$ cat config.mk
export PLATFORM = sky130hd
export DESIGN_NAME = ball_trajectory
export DESIGN_NICKNAME = d
export VERILOG_FILES = /design/src/rtl/trajectory_pkg.sv /design/src/rtl/trajectory_step.sv /design/src/rtl/ball_trajectory.sv
export SDC_FILE = /design/constraint.sdc
export NUM_CORES = 1
export LEC_CHECK = 0
export BUFFER_PORTS_ARGS = -buffer_cell sky130_fd_sc_hd__buf_2
export CORE_MARGIN = 4
export CORE_UTILIZATION = 55
export DETAILED_ROUTE_END_ITERATION = 10
export HOLD_SLACK_MARGIN = 0.12
export PLACE_DENSITY = 0.77
export SETUP_SLACK_MARGIN = 0.05
export SLEW_MARGIN = 20
export SYNTH_ARGS = -nofsm -noshare
export SYNTH_HDL_FRONTEND = slang
export SYNTH_HIERARCHICAL = 1
export SYNTH_SLANG_ARGS = --single-unit
$ cat constraint.sdc
create_clock -name clk_i -period 3.95 [get_ports clk_i]
set_input_delay 0.395 -clock clk_i [delete_from_list [all_inputs] [get_ports clk_i]]
set_output_delay 0.395 -clock clk_i [all_outputs]
set_load 0.01 [all_outputs]
$ cat src/rtl/trajectory_pkg.sv
// Shared constants and FSM state type for the ball trajectory engine.
// Positions are unsigned 10.FRAC fixed point; velocities are signed 1/16 px/frame.
package trajectory_pkg;

  localparam int FRAC        = 4;
  localparam int GRAVITY     = 6;
  localparam int BALL_R      = 4;
  localparam int SCREEN_W    = 640;
  localparam int SCREEN_H    = 480;
  localparam int X_MAX       = SCREEN_W - 1;
  localparam int FLOOR_Y     = 470;
  localparam int DAMP_SHIFT  = 1;
  localparam int MAX_BOUNCES = 3;

  localparam int PosW = 10 + FRAC;
  localparam int VelW = 12;
  localparam int SumW = 16;

  localparam int FloorC = FLOOR_Y - BALL_R;
  localparam int RightC = X_MAX - BALL_R;

  typedef enum logic [2:0] {
    StIdle,
    StArmed,
    StUpdate,
    StCheck,
    StDone
  } state_e;

endpackage

$ cat src/rtl/trajectory_step.sv
// Combinational per-frame maths: gravity with saturation, position sums, and
// floor/wall/ceiling resolution of the registered sums.
module trajectory_step
  import trajectory_pkg::*;
(
  input  logic        [PosW-1:0] px_i,
  input  logic        [PosW-1:0] py_i,
  input  logic signed [VelW-1:0] vx_i,
  input  logic signed [VelW-1:0] vy_i,
  output logic signed [VelW-1:0] vy_grav_o,
  output logic signed [SumW-1:0] px_sum_o,
  output logic signed [SumW-1:0] py_sum_o,
  input  logic signed [SumW-1:0] px_chk_i,
  input  logic signed [SumW-1:0] py_chk_i,
  input  logic signed [VelW-1:0] vx_chk_i,
  input  logic signed [VelW-1:0] vy_chk_i,
  input  logic        [1:0]      bounce_i,
  output logic        [PosW-1:0] px_res_o,
  output logic        [PosW-1:0] py_res_o,
  output logic signed [VelW-1:0] vx_res_o,
  output logic signed [VelW-1:0] vy_res_o,
  output logic        [1:0]      bounce_res_o
);

  logic        [VelW:0]   vy_ext;
  logic signed [SumW-1:0] px_int;
  logic signed [SumW-1:0] py_int;
  logic signed [VelW-1:0] vx_abs;

  always_comb begin
    vy_ext = {vy_i[VelW-1], vy_i} + (VelW+1)'(GRAVITY);
    if (vy_ext[VelW] != vy_ext[VelW-1]) begin
      vy_grav_o = vy_ext[VelW] ? {1'b1, {(VelW-1){1'b0}}} : {1'b0, {(VelW-1){1'b1}}};
    end else begin
      vy_grav_o = vy_ext[VelW-1:0];
    end
    px_sum_o = $signed({{(SumW-PosW){1'b0}}, px_i}) +
               $signed({{(SumW-VelW){vx_i[VelW-1]}}, vx_i});
    py_sum_o = $signed({{(SumW-PosW){1'b0}}, py_i}) +
               $signed({{(SumW-VelW){vy_grav_o[VelW-1]}}, vy_grav_o});
  end

  always_comb begin
    px_int       = px_chk_i >>> FRAC;
    py_int       = py_chk_i >>> FRAC;
    vx_abs       = vx_chk_i[VelW-1] ? -vx_chk_i : vx_chk_i;
    px_res_o     = px_chk_i[PosW-1:0];
    py_res_o     = py_chk_i[PosW-1:0];
    vx_res_o     = vx_chk_i;
    vy_res_o     = vy_chk_i;
    bounce_res_o = bounce_i;

    // Floor only counts when moving down, so a ball resting on it cannot re-bounce.
    if (py_int >= FloorC && vy_chk_i > 0) begin
      py_res_o     = PosW'(FloorC << FRAC);
      vy_res_o     = -(vy_chk_i >>> DAMP_SHIFT);
      bounce_res_o = 2'(bounce_i + 2'd1);
    end else if (py_chk_i < 0) begin
      py_res_o = '0;
    end

    if (px_int <= BALL_R) begin
      px_res_o = PosW'(BALL_R << FRAC);
      vx_res_o = vx_abs;
    end else if (px_int >= RightC) begin
      px_res_o = PosW'(RightC << FRAC);
      vx_res_o = -vx_abs;
    end
  end

endmodule

$ cat src/rtl/ball_trajectory.sv
// Frame-synchronous projectile engine: launch handshake, per-tick update and
// collision check, with screen outputs latched only inside vertical blanking.
module ball_trajectory
  import trajectory_pkg::*;
(
  input  logic       clk_i,
  input  logic       rst_ni,
  input  logic       frame_tick_i,
  input  logic       launch_valid_i,
  output logic       launch_ready_o,
  input  logic [9:0] launch_x_i,
  input  logic [9:0] launch_y_i,
  input  logic [7:0] launch_vx_i,
  input  logic [7:0] launch_vy_i,
  input  logic       abort_i,
  output logic [9:0] ball_x_o,
  output logic [9:0] ball_y_o,
  output logic       ball_active_o,
  output logic [1:0] bounce_count_o,
  output logic       shot_done_o
);

  state_e                 state_q;
  logic        [PosW-1:0] px_q, py_q;
  logic signed [VelW-1:0] vx_q, vy_q;
  logic signed [SumW-1:0] px_sum_q, py_sum_q;
  logic        [9:0]      ball_x_q, ball_y_q;
  logic        [1:0]      bounce_q;
  logic                   active_q, done_q, ready_q;

  logic signed [VelW-1:0] vy_grav, vx_res, vy_res;
  logic signed [SumW-1:0] px_sum, py_sum;
  logic        [PosW-1:0] px_res, py_res;
  logic        [1:0]      bounce_res;

  trajectory_step u_step (
    .px_i        (px_q),
    .py_i        (py_q),
    .vx_i        (vx_q),
    .vy_i        (vy_q),
    .vy_grav_o   (vy_grav),
    .px_sum_o    (px_sum),
    .py_sum_o    (py_sum),
    .px_chk_i    (px_sum_q),
    .py_chk_i    (py_sum_q),
    .vx_chk_i    (vx_q),
    .vy_chk_i    (vy_q),
    .bounce_i    (bounce_q),
    .px_res_o    (px_res),
    .py_res_o    (py_res),
    .vx_res_o    (vx_res),
    .vy_res_o    (vy_res),
    .bounce_res_o(bounce_res)
  );

  always_ff @(posedge clk_i or negedge rst_ni) begin
    if (!rst_ni) begin
      state_q  <= StIdle;
      px_q     <= PosW'((SCREEN_W / 2) << FRAC);
      py_q     <= PosW'(FloorC << FRAC);
      vx_q     <= '0;
      vy_q     <= '0;
      px_sum_q <= '0;
      py_sum_q <= '0;
      ball_x_q <= 10'(SCREEN_W / 2);
      ball_y_q <= 10'(FloorC);
      bounce_q <= '0;
      active_q <= 1'b0;
      done_q   <= 1'b0;
      ready_q  <= 1'b1;
    end else begin
      done_q <= 1'b0;
      unique case (state_q)
        StIdle: begin
          // Launch takes precedence; abort has no meaning here.
          if (launch_valid_i) begin
            state_q  <= StArmed;
            px_q     <= {launch_x_i, {FRAC{1'b0}}};
            py_q     <= {launch_y_i, {FRAC{1'b0}}};
            vx_q     <= {{(VelW-8){launch_vx_i[7]}}, launch_vx_i};
            vy_q     <= {{(VelW-8){launch_vy_i[7]}}, launch_vy_i};
            bounce_q <= '0;
            active_q <= 1'b1;
            ready_q  <= 1'b0;
          end
        end
        StArmed: begin
          if (abort_i) begin
            state_q  <= StDone;
            done_q   <= 1'b1;
            active_q <= 1'b0;
          end else if (frame_tick_i) begin
            state_q <= StUpdate;
          end
        end
        StUpdate: begin
          if (abort_i) begin
            state_q  <= StDone;
            done_q   <= 1'b1;
            active_q <= 1'b0;
          end else begin
            state_q  <= StCheck;
            vy_q     <= vy_grav;
            px_sum_q <= px_sum;
            py_sum_q <= py_sum;
          end
        end
        StCheck: begin
          if (abort_i) begin
            state_q  <= StDone;
            done_q   <= 1'b1;
            active_q <= 1'b0;
          end else begin
            px_q     <= px_res;
            py_q     <= py_res;
            vx_q     <= vx_res;
            vy_q     <= vy_res;
            bounce_q <= bounce_res;
            ball_x_q <= px_res[PosW-1:FRAC];
            ball_y_q <= py_res[PosW-1:FRAC];
            if (bounce_res == 2'(MAX_BOUNCES)) begin
              state_q  <= StDone;
              done_q   <= 1'b1;
              active_q <= 1'b0;
            end else begin
              state_q <= StArmed;
            end
          end
        end
        StDone: begin
          state_q <= StIdle;
          ready_q <= 1'b1;
        end
        default: state_q <= StIdle;
      endcase
    end
  end

  assign launch_ready_o = ready_q;
  assign ball_x_o       = ball_x_q;
  assign ball_y_o       = ball_y_q;
  assign ball_active_o  = active_q;
  assign bounce_count_o = bounce_q;
  assign shot_done_o    = done_q;

endmodule

* Word level (Yosys, flattened, before mapping) *
Cells that the tools add are included.

operators by class
  add/subtract/negate cells = 7
  magnitude comparators = 5
  eq/ne operators = 14
  muxes and demuxes = 45
  bitwise logic cells = 1
  reduce and logical (&&, ||, !) cells = 15

operator list
  operator                 count
  $mux W12                 11
  $mux W14                 8
  $pmux W14 S2             2
  $pmux W12 S3             1
  $add A15 B12 Y16         2
  $neg A12 Y12             2
  $pmux W12 S2             1
  $mux W3                  6
  $lt A16 B1 Y1 const B    1
  $add A12 B4 Y13 const B  1
  $ge A12 B10 Y1 const B   1
  $ge A12 B11 Y1 const B   1
  $gt A12 B1 Y1 const B    1
  $le A12 B4 Y1 const B    1
  $neg A11 Y12             1
  $pmux W3 S4              1
  $mux W1                  8
  $reduce_and A2 Y1        4
  $reduce_and A4 Y1        2
  $eq A3 B2 Y1 const B     2
  $mux W2                  3
  $ne A2 B2 Y1 const B     3
  $ne A3 B3 Y1 const B     2
  $reduce_bool A3 Y1       2
  other kinds (17)         20

storage, ports and cells
  flip-flop bits (word level) = 112
  input bits = 41
  output and inout bits = 25

* Longest topological paths before layout *
Gate-level depths: netlist of run 1.

  depth after elaboration = 7
  gate-level depth with buffers = 16
  mapped depth without buffers = 16

* Modules after synthesis *
The synthesis of run 1 kept the hierarchy.

modules (own cells, without submodules)
  module           instances  cells an instance  area each (sq um)  sequential area each (sq um)
  ball_trajectory  1          337                5089.9             2821.5
  trajectory_step  1          437                2934.1             0.0

* Worst setup path after synthesis of run 1 *
No wires, ideal clock.

  kind = reg-to-reg
  from = register vy_q[3]
  to = register py_sum_q[12]
  setup time = 0.125 ns
  arrival = 3.669 ns
  data required time = 3.825 ns
  path slack = 0.157 ns
  cell stages (with the launch flop) = 15
  buffers on the path = 0
  period minus slack after synthesis = 3.793 ns
  cells stage by stage = dfrtp_1 -> nand3_1 -> nor3_1 -> nand3_1 -> nor2_1 -> a21oi_1 -> ha_1 -> a21o_1 -> a21o_1 -> a21o_1 -> o2111ai_1 -> a21oi_1 -> a211oi_1 -> xnor2_1 -> mux2_2

between the ends
  word-level cells in the longest chain between the ends = 4
  elaborated cells between the ends (all ways) = 5
  classes of those cells = 2 x add/sub; 1 x eq/ne; 2 x mux

RTL lines
  element                                   line                                          text
  start, declared                           ball_trajectory.sv:25                         logic signed [VelW-1:0] vx_q, vy_q;
  start signal, assigned                    ball_trajectory.sv:81                         vy_q <= {{(VelW-8){launch_vy_i[7]}}, launch_vy_i};
  start signal, assigned                    ball_trajectory.sv:103                        vy_q <= vy_grav;
  start signal, assigned                    ball_trajectory.sv:117                        vy_q <= vy_res;
  $add A12 B4 Y13 *                         trajectory_step.sv:31                         vy_ext = {vy_i[VelW-1], vy_i} + (VelW+1)'(GRAVITY);
  $mux W12 or $ne A1 B1 Y1 (tied branches)  trajectory_step.sv:33, trajectory_step.sv:32
  $mux W12 *                                trajectory_step.sv:32                         if (vy_ext[VelW] != vy_ext[VelW-1]) begin
  net vy_grav[4]                            ball_trajectory.sv:31                         logic signed [VelW-1:0] vy_grav, vx_res, vy_res;
  $add A15 B12 Y16 *                        trajectory_step.sv:39                         py_sum_o = $signed({{(SumW-PosW){1'b0}}, py_i}) +
  net py_sum[12]                            ball_trajectory.sv:32                         logic signed [SumW-1:0] px_sum, py_sum;
  end signal, assigned                      ball_trajectory.sv:105                        py_sum_q <= py_sum;
  end, declared                             ball_trajectory.sv:26                         logic signed [SumW-1:0] px_sum_q, py_sum_q;

The timed path passes the listed nets; every way through them passes the cells marked *.
A chain may end at the register's enable or synchronous reset.

* Final worst setup path of run 1 *
  from = register vy_q[8]
  to = register py_sum_q[12]

The elaborated chain is that of the path after synthesis.

==> results of run 1 <==
[power breakdown]
group	internal [W]	switching [W]
combinational	0.00231	0.00258
sequential	0.00170	0.000575
clock	0.000468	0.000441
[through the flow]
stage	util (%)	hold slack, ps
4_1_cts	62.4	234
3_3_place_gp	60.3	480
3_5_place_dp	60.3	488
2_1_floorplan	-	99.4
5_1_grt	62.4	277
6_report	62.4	202
[worst max-delay path, stage by stage, from the launching register on]
cell,delay [ps]
dfrtp_1,490
nand3_1,140
nor3_1,220
nand3_1,110
nand2_1,180
nor2_1,60
buf_4,160
a21oi_1,170
ha_1,320
a21o_1,200
a21o_1,170
a21o_1,230
o2111ai_1,290
a21oi_1,150
a211oi_1,280
xnor2_1,100
mux2_2,260
[synthesized netlist by cell type (7+ instances only)]
cell	count	area, µm²
mux2_2	162	1820
dfrtp_1	97	2430
a21oi_1	53	265
nor2_1	35	131
ha_1	34	425
inv_1	30	113
xnor2_1	30	263
nand2_1	26	97.6
o21ai_0	24	120
xor2_1	22	193
nor3_1	16	80.1
and3_1	15	93.8
clkbuf_1	15	56.3
dfstp_2	15	394
nand3_1	14	70.1
o21a_1	13	97.6
and2_1	10	62.6
buf_2	10	50.1
a21o_1	9	67.6
nor2b_1	9	56.3
nand4_1	7	43.8
nor3b_1	7	52.6
or3_1	7	43.8
[state kept, by name, indices dropped and copies added (netlist names)]
name,cells
py_q,14
vx_q,12
bounce_count_o,2
state_q,3
ball_x_o,10
px_sum_q,16
ball_active_o,1
ball_y_o,10
vy_q,12
launch_ready_o,1
py_sum_q,16
px_q,14
shot_done_o,1
[final cells by class]
type,count,area [µm²],area share (%)
well taps,180,225,2.56
clock buffers,11,253,2.87
repair buffers,83,463,5.26
flip-flops and latches,112,2820,32.1
inverters,30,113,1.28
multi-input cells,593,4880,55.5
clock inverters,5,37.5,0.427
[per-layer routing]
metal,up-vias,GRT usage (%),part of all wire (%)
met5,-,0,0
met4,0,8.83,2.2
met3,40,2.99,4.5
met2,196,41.9,52
met1,3086,29.5,42
li1,2938,-,-
[how the worst max path moves through the flow]
stage	start	to	depth (start not counted)
2_1_floorplan	vy_q[3]	py_sum_q[12]	14
3_3_place_gp	vy_q[1]	py_sum_q[12]	16
5_1_grt	vy_q[7]	py_sum_q[12]	16
6_report	vy_q[8]	py_sum_q[12]	16
3_5_place_dp	vy_q[1]	py_sum_q[12]	16
4_1_cts	vy_q[1]	py_sum_q[12]	16
[cell families (layout without fill, tap and decap cells)]
| family | Yosys count | in the layout |
|---|---|---|
| AOI/OAI and AO/OA | 156 | 156 |
| xor gates and xnor gates | 52 | 52 |
| buffers and inverters | 69 | 129 |
| DFF | 112 | 112 |
| muxes | 171 | 171 |
| adders and majority gates | 36 | 36 |
| and+or+nand+nor | 178 | 178 |
==> flow_summary_export.csv, run 1 <==
group,metric,value,unit
sta,worst_slew_pin_slew,1000,ps
sta,relSlewSlack,33.1,%
synth,ys_warn_count,6,
finish,fin_cells,1014,
sta,min_period_over_period,92.1,%
sta,setup-tns-final,0,ps
synth,synth_top_family_by_area,"multiplexers",
synth,syn_inst,774,
sta,max_freq,0.275,GHz
clock_tree,clk_path_buf_depth,2,
clock_tree,cts_tree,"done",
synth,syn_area,8020,µm²
setup_path,startpoint_type,"flip-flop",
floorplan,io_pins,66,
sta,hold_violations,0,
placement,place_ws,296,ps
setup_path,r2r-start,"vy_q[8]",
synth,syn_avg_cell_area,10.4,µm²
finish,fillCellCount,1155,
setup_path,timing.rr.end,"py_sum_q[12]",
grt,grt_pass1_wl,31.7,mm
placement,placed_cell_area,8500,µm²
floorplan,die_h,129,µm
detailed_routing,vias,6260,
clock_tree,cts.sinks,112,
detailed_routing,ant_nets,0,
sta,rsz0062_at_grt,"no",
grt,grt_usage,23.6,%
clock_tree,cts_resized,0,
floorplan,rows,43,
synth,yosys.area_share.simple,12.4,%
clock_tree,clk_latency,360,ps
detailed_routing,viasPerCell,6.17,
clock_tree,cts_setup_buffers,0,
placement,gp_congestion,0.896,
grt,grt_overflow_total,0,
finish,antenna-diode-count,0,
finish,drive_above_1_share,35.3,%
setup_path,reg2reg_slack,310,ps
clock_tree,cts.clk_slew.worst_paths,70,ps
power,p_leak,3.93,nW
floorplan,start_util,56.9,%
synth,synth-compound-area-share,12.9,%
grt,grt_pass1_vias,6432,
setup_path,arrival,3880,ps
finish,mostFrequentLayoutCells,"mux2_2 (162), dfrtp_1 (97), buf_2 (64)",
synth,synth_cell_types,75,
setup_path,worst_ep_required_time,4200,ps
synth,synth_edf_count,0,
finish,nets,906,
sta,setup_violations,0,
synth,synthArstFlopShare,100,%
synth,synth_flop_cell,"dfrtp_1",
clock_tree,h-tree-depth,3,
clock_tree,postCtsHoldBufs,0,
synth,synthAdderAreaFrac,5.80,%
synth,yosysSeqAreaShare,35.2,%
setup_path,cp_max_fo,9,
setup_path,reg2reg_depth,16,
sta,period_needed,3640,ps
grt,antenna_found_initial,0,
detailed_routing,wl_per_cell,18.7,µm
finish,syn_to_final_growth,9.62,%
detailed_routing,wirelength,18.9,mm
finish,final_common_cell,"mux2_2",
floorplan,die_w,129,µm
job,cap_violations,0,
power,irDropWorstVdd,0.434,mV
synth,syn-num-nets,851,
clock_tree,root_buffer,"clkbuf_16",
detailed_routing,drcViolationCount,0,
outcome,outcome,"completed",
sta,skew,10.4,ps
grt,grt_max_degree,79,
floorplan,fp.dieArea,16600,µm²
detailed_routing,firstDrtPassIters,5,
power,total_power,0.00807,W
placement,port_buffers,65,
synth,synthXorXnorAreaFrac,5.68,%
power,powerDensity,918,nW/µm²
clock_tree,cts-buffers-inserted,9,
detailed_routing,drt-initial-drc-count,340,
worst_hold_path,hp-class,"in -> async",
floorplan,core,14100,µm²
synth,ys_seq_elements,112,
setup_path,critPathKind,"reg -> reg",
placement,dp.cells,998,
sta,drv_slew,0,
placement,hpwl,13.5,mm
sta,fin_ws,311,ps
synth,synthMuxAreaShare,23.9,%
finish,final_area,8800,µm²
setup_path,endpoint_kind,"flip-flop",
Note: power is estimated with default switching activity, not from simulation.
==> run 2, diff against run 1 <==
- CORE_ASPECT_RATIO: not set -> 1.2
- PLACE_DENSITY: 0.77 -> 0.75
==> flow_summary_export.csv, run 2 (synthesis gave the netlist of run 1 again) <==
group,metric,value,unit
finish,mostFrequentLayoutCells,"mux2_2 (162), dfrtp_1 (96), buf_2 (64)",
grt,grt_pass1_wl,31.0,mm
finish,antenna-diode-count,0,
finish,final_common_cell,"mux2_2",
sta,worst_slew_pin_slew,1020,ps
sta,setup-tns-final,0,ps
detailed_routing,firstDrtPassIters,5,
sta,relSlewSlack,31.8,%
placement,gp_congestion,0.914,
sta,skew,9.94,ps
clock_tree,cts.sinks,112,
outcome,outcome,"completed",
power,p_sw,0.00364,W
power,switching_share,44.7,%
grt,grt_use_met3,3.19,%
detailed_routing,drt-initial-drc-count,391,
sta,max_freq,0.273,GHz
clock_tree,h-tree-depth,3,
clock_tree,root_buffer,"clkbuf_16",
clock_tree,cts.clk_slew.worst_paths,80,ps
setup_path,reg2reg_slack,290,ps
setup_path,startpoint_type,"flip-flop",
sta,rsz0062_at_grt,"no",
setup_path,critPathKind,"reg -> reg",
clock_tree,postCtsHoldBufs,0,
finish,reg.largest.list,"px_sum_q (16), py_sum_q (16)",
job,cap_violations,0,
floorplan,fp.dieArea,16600,µm²
sta,min_period_over_period,92.6,%
detailed_routing,viasPerCell,6.14,
clock_tree,cts_tree,"done",
power,irDropWorstVdd,0.449,mV
grt,grt_pass1_vias,6386,
sta,period_needed,3660,ps
detailed_routing,wirelength,19.1,mm
power,powerDensity,923,nW/µm²
worst_hold_path,hp-class,"in -> async",
setup_path,cp_max_fo,9,
grt,antenna_found_initial,0,
floorplan,rows,48,
clock_tree,cts-buffers-inserted,9,
sta,setup_violations,0,
grt,use_met1,26.3,%
detailed_routing,wl_per_cell,18.9,µm
finish,drive_above_1_share,35.3,%
detailed_routing,drcViolationCount,0,
finish,fillCellCount,1172,
power,pwr-share-seq,28.2,%
grt,grt_overflow_total,0,
finish,nets,904,
finish,multi_input_area,4890,µm²
clock_tree,clk_path_buf_depth,2,
power,pwr-share-clk,11.7,%
finish,fin_cells,1007,
floorplan,start_util,55.9,%
power,p_leak,3.93,nW
floorplan,die_w,118,µm
floorplan,io_pins,66,
sta,drv_slew,0,
sta,fin_hold_ws,123,ps
sta,hold_violations,0,
detailed_routing,ant_nets,0,
setup_path,worst_ep_required_time,4190,ps
setup_path,arrival,3890,ps
power,p_int,0.00450,W
placement,dp.cells,991,
grt,grt_usage,22.7,%
grt,top_usage_layer,"met2",
clock_tree,clk_latency,350,ps
finish,seq_area,2820,µm²
floorplan,die_h,140,µm
placement,hpwl,13.8,mm
placement,port_buffers,65,
floorplan,core,14400,µm²
setup_path,endpoint_kind,"flip-flop",
finish,syn_to_final_growth,9.89,%
detailed_routing,vias,6181,
grt,grt_use_met2,42.1,%
grt,grt_max_degree,66,
power,p_comb_share,60.0,%
==> run 2: worst paths after layout <==
check | from | end | cells after the start
min in group clk_i | abort_i | state_q[1] | 2
max in group asynchronous | rst_ni | ball_y_o[1] | 2
setup / recovery | vy_q[1] | py_sum_q[12] | 16
setup reg to reg | vy_q[1] | py_sum_q[12] | 16
hold / removal | rst_ni | py_q[7] | 1
hold reg to reg | py_sum_q[2] | py_sum_q[2] | 1
==> run 2: routing by layer <==
metal	share of wire [%]	up-vias
met3	3.4	39
li1	-	2930
met5	0	-
met2	53	156
met1	41	3056
met4	2.5	0
==> run 2: final cells by class <==
type                            instances  share of cell area [%]
Timing Repair Buffer                   81                    5.22
Inverter                               30                    1.28
Sequential cell                       112                    32.0
Multi-Input combinational cell        593                    55.4
Clock inverter                          7                    1.01
Clock buffer                            9                    2.55
Tap cell                              175                    2.48
==> run 2: power by group through the flow <==
stage / clock network [W] / logic (W) / registers [W]
6_report: 0.000956 / 0.00489 / 0.00230
5_1_grt: 0.00102 / 0.00534 / 0.00237
4_1_cts: 0.000973 / 0.00484 / 0.00228
3_5_place_dp: 0 / 0.00479 / 0.00230
3_3_place_gp: 0 / 0.00463 / 0.00226
2_1_floorplan: 0 / 0.00377 / 0.00214
==> run 2: worst max-delay path: stages, from the launching register on <==
cell       delay (ps)
dfrtp_1           510
inv_1             130
nand2_1           180
nand2_1            90
xor2_1            140
nand3_1           110
buf_4             190
a21oi_1           190
ha_1              330
a21o_1            200
a21o_1            170
a21o_1            230
o2111ai_1         270
a21oi_1           130
a211oi_1          300
xnor2_1            90
mux2_2            260
==> run 2: stage by stage <==
| step | total power, W | setup WS, ps | utilization (%) | area (µm²) |
|---|---|---|---|---|
| detailed placement | 0.00709 | 209 | 59.2 | 8490 |
| CTS | 0.00809 | 200 | 61.4 | 8810 |
| finish | 0.00814 | 291 | 61.4 | 8820 |
| global placement | 0.00689 | 326 | 59.2 | 8490 |
| global route | 0.00873 | 83.3 | 61.4 | 8820 |
| floorplan | 0.00591 | 157 | - | 8020 |
==> run 2: timing repair <==
item | CTS | global route
resized for setup | 0 | 3
setup buffers | 0 | 0
setup endpoints to repair | 0 | 5
==> run 3, diff against run 2 <==
- CORE_ASPECT_RATIO: 1.2 -> not set
==> flow_summary_export.csv, run 3 (synthesis gave the netlist of run 1 again) <==
group,metric,value,unit
setup_path,endpoint_kind,"flip-flop",
floorplan,die_h,129,µm
floorplan,fp.dieArea,16600,µm²
clock_tree,clk_path_buf_depth,2,
floorplan,io_pins,66,
sta,setup_violations,0,
sta,worst_slew_pin_slew,980,ps
grt,grt_max_degree,56,
clock_tree,root_buffer,"clkbuf_16",
detailed_routing,wirelength,19.1,mm
finish,nets,903,
sta,rsz0062_at_grt,"yes",
power,p_leak,3.93,nW
worst_hold_path,hp-class,"in -> reg",
finish,mostFrequentLayoutCells,"mux2_2 (162), dfrtp_1 (97), buf_2 (64)",
finish,syn_to_final_growth,10.1,%
finish,drive_above_1_share,35.0,%
power,irDropWorstVdd,0.448,mV
sta,setup-tns-final,0,ps
grt,grt_overflow_total,0,
sta,fin_hold_ws,335,ps
grt,antenna_found_initial,0,
finish,fillCellCount,1152,
clock_tree,cts.sinks,112,
sta,max_freq,0.277,GHz
setup_path,worst_ep_required_time,4200,ps
power,powerDensity,921,nW/µm²
floorplan,die_w,129,µm
setup_path,critical-path-max-stage-delay,500,ps
detailed_routing,vias,6183,
sta,min_period_over_period,91.6,%
grt,grt_pass1_vias,6372,
sta,hold_violations,0,
job,cap_violations,0,
setup_path,crit_family,"compound AO/OA/AOI/OAI gates",
clock_tree,cts_setup_buffers,0,
placement,gp_congestion,0.948,
setup_path,worst-path-buf-inv,2,
floorplan,rows,43,
clock_tree,cts_tree,"done",
setup_path,path_cells,"nand3_1 > nor3_1 > buf_4 > nand3_1 > nand2_1 > nor2_1 > buf_4 > a21oi_2 > ha_1 > a21o_1 > a21oi_1 > nor2_1 > o31ai_1 > nand4_1 > a21oi_1 > xnor2_1 > mux2_2",
floorplan,core,14100,µm²
detailed_routing,drt-initial-drc-count,402,
placement,port_buffers,65,
sta,drv_slew,0,
grt,grt_pass1_wl,31.4,mm
setup_path,critPathKind,"reg -> reg",
clock_tree,h-tree-depth,3,
detailed_routing,wl_per_cell,18.9,µm
setup_path,slowest_stage,"dfrtp_1",
finish,final_common_cell,"mux2_2",
clock_tree,cts-buffers-inserted,9,
placement,hpwl,13.5,mm
placement,placed_cell_area,8470,µm²
sta,relSlewSlack,34.6,%
floorplan,start_util,56.9,%
finish,antenna-diode-count,0,
setup_path,startpoint_type,"flip-flop",
finish,final_area,8830,µm²
detailed_routing,viasPerCell,6.12,
outcome,outcome,"completed",
sta,period_needed,3620,ps
setup_path,cp_max_fo,9,
detailed_routing,firstDrtPassIters,5,
finish,reg.largest.list,"px_sum_q (16), py_sum_q (16)",
clock_tree,clk_latency,360,ps
grt,grt_usage,23.5,%
clock_tree,cts.clk_slew.worst_paths,80,ps
detailed_routing,ant_nets,0,
sta,skew,7.51,ps
setup_path,arrival,3870,ps
detailed_routing,drcViolationCount,0,
==> run 3: where the power goes <==
group	internal, W	switching [W]
sequential	0.00170	0.000602
clock	0.000532	0.000476
combinational	0.00228	0.00255
==> run 3: stage by stage <==
step / worst slack (ps) / power [W] / instances / util, %
3_5_place_dp: 225 / 0.00704 / 994 / 60.1
5_1_grt: 18.6 / 0.00875 / 1011 / 62.6
2_1_floorplan: 157 / 0.00591 / 774 / -
6_report: 334 / 0.00814 / 1011 / 62.6
3_3_place_gp: 376 / 0.00686 / 994 / 60.1
4_1_cts: 193 / 0.00811 / 1011 / 62.6
==> run 3: path summary, 6_finish.rpt <==
path	start	to	slack [ps]	cells after the start
hold / removal	abort_i	state_q[1]	330	2
hold reg to reg	px_sum_q[3]	px_sum_q[3]	500	1
min in group asynchronous	rst_ni	ball_y_o[2]	620	2
setup / recovery	vy_q[5]	py_sum_q[15]	330	17
max in group asynchronous	rst_ni	launch_ready_o	2430	3
setup reg to reg	vy_q[5]	py_sum_q[15]	330	17
==> run 3: worst register-to-register path, stage by stage, from the launching register on <==
cell     delay [ps]
dfrtp_1         500
nand3_1         200
nor3_1          200
buf_4           160
nand3_1          70
nand2_1         150
nor2_1           70
buf_4           160
a21oi_2         210
ha_1            280
a21o_1          150
a21oi_1         260
nor2_1          130
o31ai_1         240
nand4_1         170
a21oi_1         220
xnor2_1          80
mux2_2          260
==> run 3: per-layer routing <==
layer	track usage [%]	routed length (µm)
met2	41.5	9850
met4	8.96	527
met3	4.15	685
met1	28.7	8040
met5	0	0
==> run 3: final cells by class <==
class                           count  area [µm²]  area share (%)
Clock buffer                       10         239            2.71
Clock inverter                      6         103            1.16
Inverter                           30         113            1.28
Multi-Input combinational cell    593        4890            55.3
Sequential cell                   112        2820            31.9
Tap cell                          180         225            2.55
Timing Repair Buffer               80         443            5.02
==> run 3: timing repair <==
action                                  in CTS  in global routing
endpoints found under the setup margin       0                  4
endpoints found under the hold margin       41                  0
gates resized for setup                      0                  2
hold buffers                                 1                  0
